File: src/rtl/pipe_pkg.sv
// pipe_pkg: shared types and constants for the pipeline hazard controller
package pipe_pkg;
  typedef enum logic [1:0] {FWD_RF = 2'b00, FWD_WB = 2'b01, FWD_MEM = 2'b10} fwd_sel_e;
  localparam logic [1:0] RESULT_ALU = 2'b00;
  localparam logic [1:0] RESULT_MEM = 2'b01;
  localparam logic [1:0] RESULT_PC4 = 2'b10;
  typedef enum logic [1:0] {RUN, MEM_WAIT, ERR} ctrl_state_e;
endpackage

File: src/rtl/pipeline_ctrl_if.sv
// pipeline_ctrl_if: hazard inputs from the datapath and stall/flush/forward controls back to it
interface pipeline_ctrl_if;
  import pipe_pkg::*;
  logic [4:0] Rs1D, Rs2D, Rs1E, Rs2E, RdE, RdM, RdW;
  logic [1:0] ResultSrcE;
  logic       PCSrcE, RegWriteM, RegWriteW, MemReqM, MemReadyM;
  logic       StallF, StallD, StallE, StallM, FlushD, FlushE, FlushW, MemErr;
  fwd_sel_e   ForwardAE, ForwardBE;
  modport master (
    output Rs1D, Rs2D, Rs1E, Rs2E, RdE, RdM, RdW, ResultSrcE, PCSrcE,
           RegWriteM, RegWriteW, MemReqM, MemReadyM,
    input  StallF, StallD, StallE, StallM, FlushD, FlushE, FlushW, MemErr, ForwardAE, ForwardBE
  );
  modport slave (
    input  Rs1D, Rs2D, Rs1E, Rs2E, RdE, RdM, RdW, ResultSrcE, PCSrcE,
           RegWriteM, RegWriteW, MemReqM, MemReadyM,
    output StallF, StallD, StallE, StallM, FlushD, FlushE, FlushW, MemErr, ForwardAE, ForwardBE
  );
endinterface

File: src/rtl/pipeline_ctrl_forward_unit.sv
// forward_unit: operand bypass select, memory stage wins over writeback
module forward_unit
  import pipe_pkg::*;
(
  input  logic [4:0] rs,
  input  logic [4:0] rdm,
  input  logic [4:0] rdw,
  input  logic       regwritem,
  input  logic       regwritew,
  output fwd_sel_e   sel
);
  always_comb
    sel = (regwritem && rdm != 5'd0 && rdm == rs) ? FWD_MEM :
          (regwritew && rdw != 5'd0 && rdw == rs) ? FWD_WB : FWD_RF;
endmodule

File: src/rtl/pipeline_ctrl.sv
// pipeline_ctrl: load-use/redirect/memory-wait hazard sequencer with sticky timeout error
// Optional PIPE_CTRL_PERF_EN adds StallCycles, LwBubbles and Redirects counters.
module pipeline_ctrl
  import pipe_pkg::*;
#(
  parameter int MEM_TIMEOUT = 255,
  parameter int CNT_W       = 8
) (
  input  logic                clk,
  input  logic                rst,
`ifdef PIPE_CTRL_PERF_EN
  output logic [31:0]         StallCycles,
  output logic [31:0]         LwBubbles,
  output logic [31:0]         Redirects,
`endif
  pipeline_ctrl_if.slave      bus
);
  ctrl_state_e      state;
  logic [CNT_W-1:0] cnt, cnt_inc;
  logic             mem_wait, mem_stall, lw_hit, lw_stall, redirect;
  assign cnt_inc   = &cnt ? cnt : cnt + 1'b1;
  assign mem_wait  = bus.MemReqM & ~bus.MemReadyM;
  assign mem_stall = mem_wait | (state == ERR);
  assign lw_hit    = (bus.ResultSrcE == RESULT_MEM) && (bus.RdE != 5'd0) &&
                     (bus.RdE == bus.Rs1D || bus.RdE == bus.Rs2D);
  // A redirect during a memory hold is deferred; ID/EX is frozen so PCSrcE persists.
  assign redirect  = bus.PCSrcE & ~mem_stall;
  assign lw_stall  = lw_hit & ~mem_stall & ~bus.PCSrcE;
  always_comb begin
    bus.StallF = mem_stall | lw_stall;
    bus.StallD = mem_stall | lw_stall;
    bus.StallE = mem_stall;
    bus.StallM = mem_stall;
    bus.FlushD = redirect;
    bus.FlushE = redirect | lw_stall;
    bus.FlushW = mem_stall;
  end
  forward_unit u_fwd_a (
    .rs(bus.Rs1E), .rdm(bus.RdM), .rdw(bus.RdW),
    .regwritem(bus.RegWriteM), .regwritew(bus.RegWriteW), .sel(bus.ForwardAE)
  );
  forward_unit u_fwd_b (
    .rs(bus.Rs2E), .rdm(bus.RdM), .rdw(bus.RdW),
    .regwritem(bus.RegWriteM), .regwritew(bus.RegWriteW), .sel(bus.ForwardBE)
  );
  always_ff @(posedge clk or posedge rst) begin
    if (rst) begin
      state      <= RUN;
      cnt        <= '0;
      bus.MemErr <= 1'b0;
    end else if (state == RUN) begin
      cnt <= '0;
      if (mem_wait) state <= MEM_WAIT;
    end else if (state == MEM_WAIT) begin
      if (bus.MemReadyM) state <= RUN;
      else begin
        cnt <= cnt_inc;
        if (int'(cnt_inc) >= MEM_TIMEOUT) begin
          state      <= ERR;
          bus.MemErr <= 1'b1;
        end
      end
    end
  end
`ifdef PIPE_CTRL_PERF_EN
  always_ff @(posedge clk or posedge rst) begin
    if (rst) begin
      StallCycles <= '0;
      LwBubbles   <= '0;
      Redirects   <= '0;
    end else begin
      StallCycles <= StallCycles + 32'(mem_stall);
      LwBubbles   <= LwBubbles + 32'(lw_stall);
      Redirects   <= Redirects + 32'(redirect);
    end
  end
`endif
endmodule

File: src/flat_wrapper.sv
// flat-port wrapper written by rule: the top's interface ports become plain ports
module pipeline_ctrl_flat import pipe_pkg::*;
#(
  parameter int MEM_TIMEOUT = 255,
  parameter int CNT_W       = 8
)
  (clk, rst, bus_Rs1D, bus_Rs2D, bus_Rs1E, bus_Rs2E, bus_RdE, bus_RdM, bus_RdW, bus_ResultSrcE, bus_PCSrcE, bus_RegWriteM, bus_RegWriteW, bus_MemReqM, bus_MemReadyM, bus_StallF, bus_StallD, bus_StallE, bus_StallM, bus_FlushD, bus_FlushE, bus_FlushW, bus_MemErr, bus_ForwardAE, bus_ForwardBE);
  pipeline_ctrl_if bus_i ();
  input  logic clk;
  input  logic rst;
  input wire logic [$bits(bus_i.Rs1D)-1:0] bus_Rs1D;
  input wire logic [$bits(bus_i.Rs2D)-1:0] bus_Rs2D;
  input wire logic [$bits(bus_i.Rs1E)-1:0] bus_Rs1E;
  input wire logic [$bits(bus_i.Rs2E)-1:0] bus_Rs2E;
  input wire logic [$bits(bus_i.RdE)-1:0] bus_RdE;
  input wire logic [$bits(bus_i.RdM)-1:0] bus_RdM;
  input wire logic [$bits(bus_i.RdW)-1:0] bus_RdW;
  input wire logic [$bits(bus_i.ResultSrcE)-1:0] bus_ResultSrcE;
  input wire logic [$bits(bus_i.PCSrcE)-1:0] bus_PCSrcE;
  input wire logic [$bits(bus_i.RegWriteM)-1:0] bus_RegWriteM;
  input wire logic [$bits(bus_i.RegWriteW)-1:0] bus_RegWriteW;
  input wire logic [$bits(bus_i.MemReqM)-1:0] bus_MemReqM;
  input wire logic [$bits(bus_i.MemReadyM)-1:0] bus_MemReadyM;
  output wire logic [$bits(bus_i.StallF)-1:0] bus_StallF;
  output wire logic [$bits(bus_i.StallD)-1:0] bus_StallD;
  output wire logic [$bits(bus_i.StallE)-1:0] bus_StallE;
  output wire logic [$bits(bus_i.StallM)-1:0] bus_StallM;
  output wire logic [$bits(bus_i.FlushD)-1:0] bus_FlushD;
  output wire logic [$bits(bus_i.FlushE)-1:0] bus_FlushE;
  output wire logic [$bits(bus_i.FlushW)-1:0] bus_FlushW;
  output wire logic [$bits(bus_i.MemErr)-1:0] bus_MemErr;
  output wire logic [$bits(bus_i.ForwardAE)-1:0] bus_ForwardAE;
  output wire logic [$bits(bus_i.ForwardBE)-1:0] bus_ForwardBE;
  assign bus_i.Rs1D = bus_Rs1D;
  assign bus_i.Rs2D = bus_Rs2D;
  assign bus_i.Rs1E = bus_Rs1E;
  assign bus_i.Rs2E = bus_Rs2E;
  assign bus_i.RdE = bus_RdE;
  assign bus_i.RdM = bus_RdM;
  assign bus_i.RdW = bus_RdW;
  assign bus_i.ResultSrcE = bus_ResultSrcE;
  assign bus_i.PCSrcE = bus_PCSrcE;
  assign bus_i.RegWriteM = bus_RegWriteM;
  assign bus_i.RegWriteW = bus_RegWriteW;
  assign bus_i.MemReqM = bus_MemReqM;
  assign bus_i.MemReadyM = bus_MemReadyM;
  assign bus_StallF = bus_i.StallF;
  assign bus_StallD = bus_i.StallD;
  assign bus_StallE = bus_i.StallE;
  assign bus_StallM = bus_i.StallM;
  assign bus_FlushD = bus_i.FlushD;
  assign bus_FlushE = bus_i.FlushE;
  assign bus_FlushW = bus_i.FlushW;
  assign bus_MemErr = bus_i.MemErr;
  assign bus_ForwardAE = bus_i.ForwardAE;
  assign bus_ForwardBE = bus_i.ForwardBE;
  pipeline_ctrl #(.MEM_TIMEOUT(MEM_TIMEOUT), .CNT_W(CNT_W)) u_core (.clk(clk), .rst(rst), .bus(bus_i));
endmodule
File: config.mk
export PLATFORM = sky130hd
export DESIGN_NAME = pipeline_ctrl_flat
export DESIGN_NICKNAME = d
export VERILOG_FILES = /design/src/rtl/pipe_pkg.sv /design/src/rtl/pipeline_ctrl_if.sv /design/src/rtl/pipeline_ctrl_forward_unit.sv /design/src/rtl/pipeline_ctrl.sv /design/src/flat_wrapper.sv
export SDC_FILE = /design/constraint.sdc
export NUM_CORES = 1
export LEC_CHECK = 0
export CAP_MARGIN = 20
export CORE_MARGIN = 2
export CORE_UTILIZATION = 42
export CTS_CLUSTER_SIZE = 8
export DETAILED_ROUTE_END_ITERATION = 8
export PLACE_DENSITY_LB_ADDON = 0.15
export SYNTH_ARGS = -nofsm -noshare
export SYNTH_HDL_FRONTEND = slang
export SYNTH_SLANG_ARGS = --single-unit
File: constraint.sdc
create_clock -name clk -period 2 [get_ports clk]
set_clock_uncertainty 0.05 [all_clocks]
set_input_delay 0.3 -clock clk [delete_from_list [all_inputs] [get_ports clk]]
set_output_delay 0.3 -clock clk [all_outputs]
set_load 0.02 [all_outputs]
-- Word-level counts from Yosys, hierarchy flattened
Cells that the tools add are included.
- flip-flop bits (word level): 11
- output and inout port bits: 12
- add/sub/neg operators: 1
- magnitude comparators: 1
- eq/ne operators: 11
- muxes and demuxes: 13
- bitwise gates (word level): 11
- reductions and logical operators: 19
- operators with widths (operator ; count):
    $mux W8 ; 4
    $eq A5 B5 Y1 ; 6
    $reduce_bool A5 Y1 ; 3
    $mux W2 ; 7
    $add A8 B1 Y8 const B ; 1
    $ge A8 B8 Y1 const B ; 1
    $logic_and A1 B1 Y1 ; 8
    $reduce_and A8 Y1 ; 1
    $and A1 B1 Y1 ; 4
    $eq A2 B1 Y1 const B ; 2
    $ne A2 B1 Y1 const B ; 2
    $not A1 Y1 ; 4
    $reduce_and A4 Y1 ; 1
    $or A1 B1 Y1 ; 3
    $reduce_and A3 Y1 ; 1
    $reduce_bool A3 Y1 ; 1
    $eq A2 B2 Y1 const B ; 1
    $logic_not A2 Y1 ; 1
    $mux W1 ; 2
    $reduce_and A2 Y1 ; 1
    $reduce_bool A2 Y1 ; 1
    $logic_or A1 B1 Y1 ; 1

-- Depth between registers and ports, before layout
Gate-level depths: netlist of run 1.
- depth in word-level cells: 7
- depth in mapped cells: 7
- depth with buffers taken out: 6

-- Modules after synthesis
From an unflattened synthesis of run 1, not the netlist that was laid out.
- cells, all modules: 161
- area total of the unflattened synthesis: 1251.2 um2
- modules (own cells, without submodules) (module ; instances ; cells each ; area an instance (um2)):
    pipeline_ctrl ; 1 ; 121 ; 948.4
    forward_unit ; 2 ; 20 ; 151.4

-- Least setup slack after synthesis of run 1
OpenSTA, ideal clock, no wires.
- path kind: input -> output
- from: input bus_RdM[0]
- to: output bus_ForwardAE[0]
- data arrival time: 1.648 ns
- required time: 1.650 ns
- path slack: 0.002 ns
- stages: 4
- path through: or4_1 o21ai_2 nor4_1 nor4_2
- cells in the longest elaborated chain, start to end: 4
- RTL lines (what ; RTL line ; RTL):
    from (decl) ; flat_wrapper.sv:16 ; input wire logic [$bits(bus_i.RdM)-1:0] bus_RdM;
    $reduce_bool A5 Y1 ; pipeline_ctrl_forward_unit.sv:13 ; sel = (regwritem && rdm != 5'd0 && rdm == rs) ? FWD_MEM :
    $logic_and A1 B1 Y1 ; pipeline_ctrl_forward_unit.sv:13 ;
    $logic_and A1 B1 Y1 * ; pipeline_ctrl_forward_unit.sv:13 ;
    $mux W2 * ; pipeline_ctrl_forward_unit.sv:13 ;
    to (decl) ; flat_wrapper.sv:32 ; output wire logic [$bits(bus_i.ForwardAE)-1:0] bus_ForwardAE;
Mark *: on every way between the ends. The rest lies on a longest branch, timed or not.

-- Worst setup path in the final report of run 1
- from: input bus_Rs1E[2]
- to: output bus_ForwardAE[0]
- cells in the longest elaborated chain, start to end: 4
- RTL lines (what ; RTL line ; RTL):
    from (decl) ; flat_wrapper.sv:13 ; input wire logic [$bits(bus_i.Rs1E)-1:0] bus_Rs1E;
    $eq A5 B5 Y1 ; pipeline_ctrl_forward_unit.sv:14 ; (regwritew && rdw != 5'd0 && rdw == rs) ? FWD_WB : FWD_RF;
    $logic_and A1 B1 Y1 ; pipeline_ctrl_forward_unit.sv:14 ;
    $mux W1 ; pipeline_ctrl_forward_unit.sv:14 ;
    $mux W2 * ; pipeline_ctrl_forward_unit.sv:13 ;
Marks and branches as above.

==> results of run 1 <==
## cell type report
cell class | instances | area (µm²) | area share, %
tap | 31 | 38.8 | 1.88
sequential | 11 | 275 | 13.4
clock buffer | 4 | 26.3 | 1.28
inverter | 7 | 26.3 | 1.28
timing repair buffer | 86 | 754 | 36.7
multi-input combinational | 124 | 937 | 45.5
## logic make-up (layout without fill, tap and decap cells)
family                     count (synthesis)  after routing  share of synthesized area [%]
adders and majority gates                  1              1                           1.00
buffers and inverters                     17             97                           8.43
xor gates and xnor gates                  32             32                           22.5
DFF                                       11             11                           22.1
and+or+nand+nor                           51             51                           24.4
muxes                                      1              1                          0.803
AOI/OAI and AO/OA                         39             39                           20.8
## state kept, by name (all words and copies together), names as in the netlist
name               count
u_core.bus.MemErr      1
u_core.cnt             8
u_core.state           2
## routing by layer
layer,track usage (%),vias to the layer above
met4,11.0,0
met2,46.2,45
met5,0,-
li1,-,714
met3,3.74,10
met1,27.6,672
## cell usage after synthesis (all sizes together), types with 2 or more instances
library cell  number  share of area [%]
o21ai             10                4.3
xnor2             13                9.1
a31oi              2                1.0
dfrtp             11                 22
nor3               3                1.2
clkbuf             2               0.60
nand3             10                4.0
a21oi             12                4.8
nor2               5                1.5
buf                8                5.7
nand2              7                2.1
nand4              3                1.5
a21o               3                1.8
inv                7                2.1
xor2              19                 13
nor4               5                3.5
and2               2                1.1
or4                5                3.0
and3               4                2.1
or2                2                1.0
## through the flow
stage               power (W)  util, %  instance area (µm²)  std cells  hold WS [ns]
floorplan            0.000342        -                 1250        152         0.102
detailed placement   0.000516     71.0                 1970        257         0.413
finish               0.000664     74.0                 2060        263         0.265
CTS                  0.000661     72.5                 2020        262         0.272
global route         0.000697     74.0                 2060        263         0.321
global placement     0.000506     71.0                 1970        257         0.400
## repair_timing
item | in CTS | in global routing
endpoints found under the setup margin | 11 | 13
pin swaps | 12 | 15
resized for setup | 107 | 24
buffers inserted | 1 | 1
## final timing paths
| kind | start | to | slack [ns] |
|---|---|---|---|
| max | bus_Rs1E[2] | bus_ForwardAE[0] | -0.06 |
| min | rst | u_core.cnt[4] | 0.27 |
| max reg2reg | u_core.cnt[0] | u_core.bus.MemErr | 0.16 |
| min reg2reg | u_core.bus.MemErr | u_core.bus.MemErr | 0.43 |
| max in group asynchronous | rst | u_core.state[0] | 1.35 |
| min in group clk | u_core.bus.MemErr | u_core.bus.MemErr | 0.43 |
## report_power, final
group | switching [W] | internal [W]
registers | 0.00000376 | 0.000226
clock network | 0.0000686 | 0.0000771
logic | 0.000130 | 0.000158
total | 0.000202 | 0.000461
==> impl_metrics.py, run 1 <==
metrics = {
    "status": {
        "status": "finished, violations left",
        "violations": "negative setup slack",
    },
    "yosys": {
        "synthDistinctLibCells": 45,
        "synthCells": 152,
        "yosysWarnings": 0,
        "synth-async-reset-ratio_pct": 100,
        "syn_avg_cell_area_um2": 8.20,
        "seq_area_frac_synth_pct": 22.1,
        "synth-edff-count": 0,
        "syn_nets": 197,
        "synthFlopType": "dfrtp_1",
        "syn-cell-area_um2": 1250,
        "synth.ff_latch_count": 11,
    },
    "power_and_ir_drop": {
        "p_per_area_nw_per_um2": 322,
        "p_leak_nw": 0.972,
        "ir_drop_mv": 0.241,
    },
    "global_route": {
        "grt_max_degree": 12,
        "antenna_found_initial": 0,
        "grt_pass1_vias": 1572,
        "grt_pass1_wl_mm": 6.66,
        "grt_overflow": 0,
        "track_usage_pct": 24.9,
    },
    "clocking": {
        "clk_latency_ns": 0.26,
        "cts_buffer_depth": 2,
        "numCtsBuffers": 3,
        "htreeDepth": 1,
        "cts_root_buf": "clkbuf_4",
        "clkSlewWorstSetupHoldPaths_ns": 0.06,
        "cts_hold_buf": 0,
        "tritoncts": "yes",
        "numClockSinks": 11,
    },
    "cells_and_area": {
        "area_growth_pct": 65.2,
        "antenna_cells": 0,
        "layout_common_cells": "buf_4 (32), xor2_1 (19), clkdlybuf4s50_1 (14)",
        "layout_commonest_cell": "buf_4",
        "nFillCells": 194,
        "drive_gt1_share_pct": 30.2,
        "fin_nets": 278,
    },
    "placed_design": {
        "port_buffers": 55,
        "post-place-ws_ns": -0.801,
        "place_congestion": 0.916,
        "place_hpwl_mm": 3.17,
    },
    "critical_path": {
        "path_buf_inv": 2,
        "slowest_stage": "or4_1",
        "max_stage_delay_ns": 0.54,
        "crit_required_ns": 1.65,
        "critPathKind": "input port to primary output",
        "path_depth": 5,
        "cp_max_fo": 2,
        "startpoint_type": "input port",
        "worstRegToRegCells": 7,
        "cp-end-kind": "primary output",
        "arrival_ns": 1.71,
        "path_cells": "clkdlybuf4s15_2 -> xor2_1 -> or4_1 -> nor4_2 -> buf_4",
        "crit_family": "simple AND/OR/NAND/NOR gates",
    },
    "timing": {
        "setup_viol": 1,
        "finalCritPeriodShare_pct": 103,
        "relSlewSlack_pct": 73.2,
        "finalWorstSetupSlack_ns": -0.0585,
        "fin_crit_ns": 2.06,
        "hold_viol_final": 0,
        "fmax_mhz": 486,
        "tightestPinTransition_ns": 0.402,
        "maxSlewViolCount": 0,
        "rsz0062_at_grt": "true",
        "fin_tns_setup_ns": -0.0585,
    },
    "drt": {
        "drtAntennaViolNets": 0,
        "first_iter_violations": 36,
        "met1_length_mm": 1.56,
        "highest_layer": "met4",
        "wl_mm": 4.01,
        "drcViolationCount": 0,
        "routed_via_density": 5.48,
        "wl_per_cell_um": 15.2,
        "wl_met3_um": 170,
        "firstDrtPassIters": 4,
        "met2_length_mm": 2.18,
        "vias": 1441,
    },
    "die": {
        "die_h_um": 58.5,
        "dieArea_um2": 3420,
        "chipWidth_um": 58.5,
        "core_area_um2": 2780,
        "row_count": 19,
        "pin_count": 56,
        "start_util_pct": 44.8,
    },
    "run": {
        "cap_violations": 0,
    },
    "hold_path": {
        "hold_class": "input port to asynchronous set/reset pin",
    },
}
Power figures use the tool's default switching activity.
==> run 2, diff against run 1 <==
- CAP_MARGIN: 20 -> 40
- SYNTH_HIERARCHICAL: unset -> 1
==> run 2 against run 1 <==
- the run now ends clean
- sequential share of layout area increased by 0.88 points
- via count increased by 2.1%
- hold slack improved by 0.020 ns
==> impl_metrics.py, run 2 <==
metrics = {
    "status": {
        "status": "finished, final reports clean",
    },
    "yosys": {
        "synthSimpleGateAreaFrac_pct": 28.1,
        "synthDistinctLibCells": 41,
        "synth_compound_area_share_pct": 23.0,
        "synth-xor-area-share_pct": 18.2,
        "seq_area_frac_synth_pct": 22.0,
        "synth_common_cells": "nor2_1 (16), xnor2_1 (16), nand2_1 (14)",
        "syn-cell-area_um2": 1250,
        "synthMuxAreaShare_pct": 0,
        "synth_fa_ha_area_share_pct": 1.00,
        "synth_top_family_by_area": "simple AND/OR/NAND/NOR gates",
        "synth-async-reset-ratio_pct": 100,
        "synth_top_area_share_pct": 22.0,
        "synthCells": 161,
        "synth_area_leaders": "dfrtp_1 (22%), xnor2_1 (11%), xor2_1 (7.0%)",
        "synthFlopType": "dfrtp_1",
        "synth.ff_latch_count": 11,
        "yosysTopAreaCell": "dfrtp_1",
        "syn_nets": 206,
        "yosysWarnings": 6,
        "synth-edff-count": 0,
        "syn_avg_cell_area_um2": 7.77,
    },
    "cells_and_area": {
        "final_util_pct": 68.8,
        "regMostFlops": "u_core/cnt",
        "layout_commonest_cell": "buf_4",
        "area_growth_pct": 54.3,
        "largest_reg_flops": 8,
        "largest_registers": "u_core/cnt (8), u_core/state (2), u_core/bus.MemErr (1)",
        "drive_gt1_share_pct": 22.5,
        "antenna_cells": 0,
        "layout_common_cells": "buf_4 (23), clkdlybuf4s50_1 (19), dlygate4sd2_1 (18)",
        "fin_nets": 273,
    },
    "timing": {
        "relSlewSlack_pct": 69.6,
        "maxSlewViolCount": 0,
        "finalCritPeriodShare_pct": 96.2,
        "holdWs_ns": 0.285,
        "fmax_mhz": 520,
        "setup_viol": 0,
        "tightestPinTransition_ns": 0.456,
        "hold_viol_final": 0,
        "rsz0062_at_grt": "false",
        "fin_crit_ns": 1.92,
    },
    "global_route": {
        "grt_pass1_vias": 1432,
        "grt_pass1_wl_mm": 6.24,
        "grt_max_degree": 18,
        "track_usage_pct": 23.4,
        "grt_overflow": 0,
        "antenna_found_initial": 0,
    },
    "critical_path": {
        "path_cells": "clkdlybuf4s50_1 -> inv_1 -> a22oi_2 -> inv_1 -> buf_4 -> dlygate4sd2_1",
        "cp-end-kind": "primary output",
        "max_stage_delay_ns": 0.49,
        "crit_family": "buffers and inverters",
        "slowest_stage": "clkdlybuf4s50_1",
        "crit_top_cell": "inv_1",
        "cp_max_fo": 3,
        "critPathKind": "input port to primary output",
        "arrival_ns": 1.57,
        "crit_required_ns": 1.65,
        "path_buf_inv": 5,
        "startpoint_type": "input port",
    },
    "clocking": {
        "htreeDepth": 1,
        "tritoncts": "yes",
        "cts_root_buf": "clkbuf_4",
        "numClockSinks": 11,
        "cts_hold_buf": 0,
        "clk_latency_ns": 0.26,
        "numCtsBuffers": 3,
        "cts_buffer_depth": 2,
        "clkSlewWorstSetupHoldPaths_ns": 0.07,
    },
    "drt": {
        "firstDrtPassIters": 4,
        "first_iter_violations": 88,
        "drcViolationCount": 0,
        "wl_mm": 3.87,
        "vias": 1471,
        "drtAntennaViolNets": 0,
        "wl_per_cell_um": 15.0,
        "routed_via_density": 5.70,
    },
    "die": {
        "pin_count": 56,
        "die_h_um": 58.6,
        "dieArea_um2": 3430,
        "row_count": 19,
        "core_area_um2": 2810,
        "chipWidth_um": 58.6,
        "start_util_pct": 44.6,
    },
    "placed_design": {
        "place_congestion": 0.854,
        "place_hpwl_mm": 3.10,
        "port_buffers": 55,
    },
    "hold_path": {
        "hold_class": "input port to asynchronous set/reset pin",
    },
    "power_and_ir_drop": {
        "ir_drop_mv": 0.177,
        "p_per_area_nw_per_um2": 341,
        "p_leak_nw": 0.853,
        "p_total_w": 0.000658,
    },
    "run": {
        "cap_violations": 0,
    },
}
run 2: changes by cell type in the layout (fill, tap and decap cells not counted), sizes merged, moves of 7 or more:
cell | previous run | this run
xor2 | 19 | 10
buf | 46 | 23
nor3 | 3 | 14
nor2 | 5 | 16
nand2 | 7 | 14
dlygate4sd2 | 9 | 18
run 2: cell families (layout without fill, tap and decap cells):
group,after synthesis,count (layout)
adders and majority gates,1,1
buffers and inverters,19,85
and+or+nand+nor,67,67
DFF,11,11
AOI/OAI and AO/OA,37,37
xor gates and xnor gates,26,26
run 2: final cells by class:
| cell class | instances | area [µm²] |
|---|---|---|
| fill | 243 | 875 |
| tap | 31 | 38.8 |
| multi-input combinational | 131 | 912 |
| timing repair buffer | 73 | 648 |
| inverter | 8 | 30.0 |
| clock buffer | 4 | 26.3 |
| sequential | 11 | 275 |
run 2: through the flow:
step,cell area [µm²],setup WS (ns),std cells,TNS (ns)
after floorplan,1250,0.0598,161,0
after global placement,1900,-0.551,253,-4.21
after detailed placement,1900,-0.598,253,-4.62
after CTS,1890,0.0100,258,0
after global routing,1930,0.00258,258,0
final,1930,0.0753,258,0
run 2: report_power, final:
part | leakage [nW] | switching [W] | internal, W
Sequential | 0.152 | 0.00000394 | 0.000227
Clock | 0.0150 | 0.0000763 | 0.0000771
Combinational | 0.686 | 0.000132 | 0.000142
Total | 0.853 | 0.000212 | 0.000446
run 2: worst paths after layout:
check / startpoint / end / slack (ns) / cells past startpoint
setup / recovery: bus_MemReadyM / bus_FlushW / 0.08 / 6
hold / removal: rst / u_core/cnt[0] / 0.29 / 2
setup reg to reg: u_core/cnt[0] / u_core/state[1] / 0.15 / 7
hold reg to reg: u_core/bus.MemErr / u_core/bus.MemErr / 0.43 / 1
max in group asynchronous: rst / u_core/cnt[7] / 1.30 / 2
min in group clk: u_core/bus.MemErr / u_core/bus.MemErr / 0.43 / 1
run 2: metal layers:
metal	up-vias	global-route usage [%]	wire length (µm)	share of wire [%]
met5	-	0	0	0
met4	0	9.42	77	2.0
met3	8	1.98	217	5.6
met2	65	44.6	2060	53
met1	684	26.5	1520	39
li1	714	-	-	-
run 2: timing repair:
item	CTS	global route
endpoints found under the setup margin	11	12
gates resized for setup	56	23
setup buffers	1	0
pin swaps	3	16
